<file path="config.mk">
export PLATFORM = sky130hd
export DESIGN_NAME = led_sequencer
export DESIGN_NICKNAME = d
export VERILOG_FILES = /design/src/rtl/led_pkg.sv /design/src/rtl/led_prescaler.sv /design/src/rtl/led_sequencer.sv
export SDC_FILE = /design/constraint.sdc
export NUM_CORES = 1
export LEC_CHECK = 0
export CORE_ASPECT_RATIO = 2
export CORE_MARGIN = 4
export CORE_UTILIZATION = 60
export CTS_CLUSTER_DIAMETER = 80
export DETAILED_ROUTE_END_ITERATION = 16
export PLACE_DENSITY = 0.86
export SETUP_SLACK_MARGIN = 0.05
export SYNTH_ARGS = -nofsm -noshare
export SYNTH_HDL_FRONTEND = slang
export SYNTH_SLANG_ARGS = --single-unit
export TNS_END_PERCENT = 5
</file>
<file path="constraint.sdc">
create_clock -name clk -period 5.08 [get_ports clk]
set_input_delay 0.762 -clock clk [delete_from_list [all_inputs] [get_ports clk]]
set_output_delay 0.762 -clock clk [all_outputs]
set_load 0.1 [all_outputs]
</file>
<file path="src/rtl/led_pkg.sv">
// Shared encodings and helpers for the LED bank sequencer.
// Imported by the prescaler and the top-level FSM.
package led_pkg;

    localparam int LED_W = 4;

    typedef enum logic [1:0] {
        MODE_ROTL   = 2'b00,
        MODE_ROTR   = 2'b01,
        MODE_BOUNCE = 2'b10,
        MODE_BLINK  = 2'b11
    } mode_e;

    typedef enum logic {
        ST_IDLE = 1'b0,
        ST_RUN  = 1'b1
    } state_e;

    typedef enum logic {
        DIR_LEFT  = 1'b0,
        DIR_RIGHT = 1'b1
    } dir_e;

    function automatic logic is_onehot(input logic [LED_W-1:0] v);
        return (v != '0) && ((v & (v - LED_W'(1))) == '0);
    endfunction

endpackage

</file>
<file path="src/rtl/led_prescaler.sv">
// Step-rate divider: counts to the latched period and pulses tick on wrap.
// The period is re-latched from speed on clear and on every wrap.
module led_prescaler
    import led_pkg::*;
#(
    parameter int DIV_BASE = 1_000_000,
    localparam int CNT_W = $clog2(DIV_BASE * 8)
) (
    input  logic       clk,
    input  logic       rst,
    input  logic       clr,
    input  logic       hold,
    input  logic [2:0] speed,
    output logic       tick
);

    localparam logic [CNT_W-1:0] BASE = CNT_W'(DIV_BASE);

    logic [CNT_W-1:0] cnt_q, cnt_d;
    logic [CNT_W-1:0] last_q, last_d;
    logic [CNT_W-1:0] spd_mult;
    logic [CNT_W-1:0] last_new;

    // The period itself can equal 2**CNT_W; storing period-1 keeps it in range,
    // and the modular product minus one yields the right value in that case.
    assign spd_mult = CNT_W'(speed) + CNT_W'(1);
    assign last_new = (BASE * spd_mult) - CNT_W'(1);

    assign tick = !clr && !hold && (cnt_q == last_q);

    always_comb begin
        cnt_d  = cnt_q;
        last_d = last_q;
        if (clr || tick) begin
            cnt_d  = '0;
            last_d = last_new;
        end else if (!hold) begin
            cnt_d = cnt_q + CNT_W'(1);
        end
    end

    always_ff @(posedge clk or posedge rst) begin
        if (rst) begin
            cnt_q  <= '0;
            last_q <= BASE - CNT_W'(1);
        end else begin
            cnt_q  <= cnt_d;
            last_q <= last_d;
        end
    end

endmodule

</file>
<file path="src/rtl/led_sequencer.sv">
// LED bank sequencer: IDLE/RUN FSM, bounce direction and next-pattern logic.
// Step timing comes from led_prescaler; all outputs are registered.
module led_sequencer
    import led_pkg::*;
#(
    parameter int DIV_BASE = 1_000_000
) (
    input  logic             clk,
    input  logic             rst,
    input  logic             en,
    input  logic             pause,
    input  logic [1:0]       mode,
    input  logic [2:0]       speed,
    output logic [LED_W-1:0] leds,
    output logic             step,
    output logic             busy
);

    localparam logic [LED_W-1:0] LED_FIRST = LED_W'(1);
    localparam logic [LED_W-1:0] LED_LAST  = LED_FIRST << (LED_W - 1);

    state_e           state_q, state_d;
    dir_e             dir_q, dir_d;
    logic [LED_W-1:0] leds_q, leds_d;
    logic             step_q, step_d;
    logic             tick;
    logic             presc_clr;
    mode_e            mode_s;

    assign mode_s = mode_e'(mode);

    // Clearing whenever disabled makes a falling en win over a due step.
    assign presc_clr = (state_q == ST_IDLE) || !en;

    led_prescaler #(.DIV_BASE(DIV_BASE)) u_presc (
        .clk   (clk),
        .rst   (rst),
        .clr   (presc_clr),
        .hold  (pause),
        .speed (speed),
        .tick  (tick)
    );

    always_comb begin
        state_d = state_q;
        dir_d   = dir_q;
        leds_d  = leds_q;
        step_d  = 1'b0;
        case (state_q)
            ST_IDLE: begin
                leds_d = '0;
                if (en) begin
                    state_d = ST_RUN;
                    leds_d  = LED_FIRST;
                    dir_d   = DIR_LEFT;
                end
            end
            ST_RUN: begin
                if (!en) begin
                    state_d = ST_IDLE;
                    leds_d  = '0;
                end else if (tick) begin
                    step_d = 1'b1;
                    if (mode_s == MODE_BLINK) begin
                        leds_d = (leds_q == '1) ? '0 : '1;
                    end else if (!is_onehot(leds_q)) begin
                        leds_d = LED_FIRST;
                        dir_d  = DIR_LEFT;
                    end else begin
                        case (mode_s)
                            MODE_ROTL: leds_d = {leds_q[LED_W-2:0], leds_q[LED_W-1]};
                            MODE_ROTR: leds_d = {leds_q[0], leds_q[LED_W-1:1]};
                            MODE_BOUNCE: begin
                                if (dir_q == DIR_LEFT) begin
                                    if (leds_q == LED_LAST) begin
                                        dir_d  = DIR_RIGHT;
                                        leds_d = leds_q >> 1;
                                    end else begin
                                        leds_d = leds_q << 1;
                                    end
                                end else begin
                                    if (leds_q == LED_FIRST) begin
                                        dir_d  = DIR_LEFT;
                                        leds_d = leds_q << 1;
                                    end else begin
                                        leds_d = leds_q >> 1;
                                    end
                                end
                            end
                            default: leds_d = leds_q;
                        endcase
                    end
                end
            end
            default: state_d = ST_IDLE;
        endcase
    end

    always_ff @(posedge clk or posedge rst) begin
        if (rst) begin
            state_q <= ST_IDLE;
            dir_q   <= DIR_LEFT;
            leds_q  <= '0;
            step_q  <= 1'b0;
        end else begin
            state_q <= state_d;
            dir_q   <= dir_d;
            leds_q  <= leds_d;
            step_q  <= step_d;
        end
    end

    assign leds = leds_q;
    assign step = step_q;
    assign busy = (state_q == ST_RUN);

endmodule

</file>
==> run_results.csv <==
group,metric,value,unit
yosys,ys_ff_latch,47,
critical_path,r2r_cells,7,
global_routing,grt-ovfl-total,0,
critical_path,end_kind,"flop",
final_layout,fin_nets,407,
min_path,min_to,"u_presc.last_q[19]",
yosys,syn_nets,395,
critical_path,critPathRequiredTime,5.28,ns
clocking,htreeDepth,2,
sta,tns,0,ns
critical_path,crit_fanout,11,
clocking,cts_hold_buf,0,
routing,viasPerCell,6.02,
floorplan,die_w,60.5,um
sta,timing.final.crit_period,4.45,ns
yosys,synth_cell_type_count,60,
critical_path,startpoint_type,"input port",
floorplan,die_area,6830,um2
clocking,worstSkewPairLatency,0.32,ns
routing,route.antenna.remaining_nets,0,
critical_path,reg2reg_to,"u_presc.last_q[6]",
routing,drtPass1Iterations,5,
sta,grt_setup_unrepaired,"false",
power_and_ir_drop,fin_total_pwr,0.000971,W
sta,final-max-slew-violation-count,0,
clocking,cts_sinks,47,
yosys,syn_area,3310,um2
clocking,cts_root_buffer,"clkbuf_8",
routing,totalWireLength,6830,um
placement,io_buffers,14,
sta,period_share,0.877,
final_layout,final_cell_mix,"nor2_1, dfrtp_1, xor2_1",
global_routing,grt_max_degree,53,
run,drv_cap,0,
critical_path,cp_cell_sequence,"clkdlybuf4s50_1, ha_1, xor2_1, xor2_1, ha_1, inv_1, fa_1, inv_1, ha_1, a21o_1, a21oi_1, or3_1, a211oi_1, xnor3_1, mux2_2",
routing,num_vias,2631,
final_layout,diodes,0,
clocking,cts-resized-gates,0,
critical_path,worstPathArrival,4.66,ns
clocking,clockBufferDepth,2,
placement,gp_congestion,0.874,
power_and_ir_drop,p_leak,1.53,nW
sta,hold_violations,0,
global_routing,antenna_found_initial,0,
yosys,postSynthCellCount,364,
floorplan,num_rows,38,
critical_path,rrSetupSlack,2.50,ns
sta,skew,0.0119,ns
min_path,holdPathStages,2,
floorplan,die_h,113,um
yosys,yosys_warnings,0,
floorplan,start_util,0.615,
critical_path,crit_path_top_delay_cell,"clkdlybuf4s50_1",
sta,fmax,224,MHz
min_path,hp-class,"flop to flop",
clocking,cts_tree,"yes",
final_layout,area_growth,7.87,%
sta,setup_viol,0,
sta,slew_headroom,0.353,
routing,drt_iter0_drc,142,
critical_path,cpPeakStageDelay,0.66,ns
final_layout,final_common_cell,"nor2_1",
floorplan,io_pins,15,
clocking,cts_buffers,5,
yosys,synth_seq_area_share,0.358,
critical_path,cp_top_family,"adder cells",
global_routing,grt_pass1_vias,2714,
global_routing,grt.total_usage,0.229,
final_layout,layout-drive-gt1-share,0.0902,
yosys,synth-main-ff-cell,"dfrtp_1",
sta,tightest_slew,0.967,ns
power_and_ir_drop,ir_worst_vdd,0.000267,V
placement,hpwlAfterDp,5270,um
critical_path,r2r_start,"u_presc.cnt_q[0]",
yosys,async_reset_ff_frac,1.00,
power_and_ir_drop,powerDensity,272,nW/um2
routing,drcViolationCount,0,
clocking,post_cts_buffers,0,
clocking,clk_pin_slew,0.08,ns
critical_path,path_class,"input port to flop",
yosys,synth_edf_count,0,
yosys,avgSynthCellArea,9.08,um2
critical_path,cp_common_cell,"ha_1",
critical_path,cp_num_buf_inv,3,
routing,wl_per_cell,15.6,um
floorplan,core_area,5370,um2
global_routing,grt_pass1_wl,11800,um
run_status,status,"complete, no violations",
min_path,min_from,"u_presc.last_q[19]",
==> registers in the layout (all words and copies together), names as in the netlist <==
name,cells
u_presc.cnt_q,23
u_presc.last_q,17
leds,4
busy,1
dir_q,1
step,1
==> worst max-delay path by stage <==
stage / start / endpoint / cells past startpoint
after floorplan: speed[0] / u_presc.last_q[22] / 15
after CTS: speed[1] / u_presc.last_q[22] / 15
final: speed[1] / u_presc.last_q[22] / 15
after global routing: speed[1] / u_presc.last_q[22] / 15
after global placement: speed[1] / u_presc.last_q[22] / 15
after detailed placement: speed[1] / u_presc.last_q[22] / 15
==> cells by family after synthesis <==
group / after synthesis / share of synthesized area
simple gates: 129 / 0.198
xor+xnor: 57 / 0.155
mux: 7 / 0.0231
flops: 47 / 0.358
fa+ha+maj: 22 / 0.0901
buf+inv: 40 / 0.0541
compound gates: 62 / 0.121
==> metal layers <==
layer / share of wire / vias up / global-route usage
met2: 0.57 / 70 / 0.416
met3: 0.028 / 33 / 0.0354
met1: 0.34 / 1270 / 0.218
met5: 0 / - / 0
li1: - / 1258 / -
met4: 0.063 / 0 / 0.159
==> cells in the mapped netlist, types with 2 or more instances <==
cell       number  area (um2)
a211oi_1        3        22.5
a21o_1          2        15.0
a21oi_1        27         135
a31oi_1         2        12.5
and3_1          4        25.0
and4_1          2        17.5
buf_1           2        7.51
buf_2           8        40.0
buf_6           2        22.5
clkbuf_1        3        11.3
dfrtp_1        41        1030
dfstp_2         6         158
fa_1            3        60.1
ha_1           19         238
inv_1          24        90.1
mux2_2          5        56.3
mux2i_1         2        20.0
nand2_1        20        75.1
nand2b_1        3        18.8
nand3_1        12        60.1
nand4_1         7        43.8
nor2_1         50         188
nor3_1          7        35.0
nor4_1          6        37.5
o21a_1          2        15.0
o21ai_0         9        45.0
o2bb2ai_1       3        26.3
o31ai_1         2        15.0
or2_2           2        12.5
or3_1           2        12.5
xnor2_1        26         228
xor2_1         30         263
==> final cells by class <==
cell class                 count  area, um2
multi-input combinational    277       1940
tap                           60       75.1
fill                         433       1810
inverter                      24       90.1
timing repair buffer          21        193
clock inverter                 1       5.00
sequential                    47       1180
clock buffer                   7       76.3
==> where the power goes <==
group	internal [W]	switching (W)	total (W)
Clock	0.0000966	0.000123	0.000220
Combinational	0.000140	0.000168	0.000309
Sequential	0.000417	0.0000259	0.000443
Total	0.000654	0.000318	0.000971
==> tightest hold or removal path, cell delays in order (launching register included) <==
cell and delay, ns:
dfstp_2 0.38, nor2_1 0.10, a21oi_1 0.05
==> per-stage QoR <==
step	util	instance area [um2]	hold slack [ns]	setup WS, ns	instances
after floorplan	-	3310	0.488	0.920	364
after global placement	0.649	3480	0.502	0.422	429
after detailed placement	0.649	3480	0.506	0.288	429
after CTS	0.664	3570	0.520	0.618	437
after global routing	0.664	3570	0.548	0.362	437
final	0.664	3570	0.523	0.625	437
No activity file was read; power rests on OpenSTA's default activity.
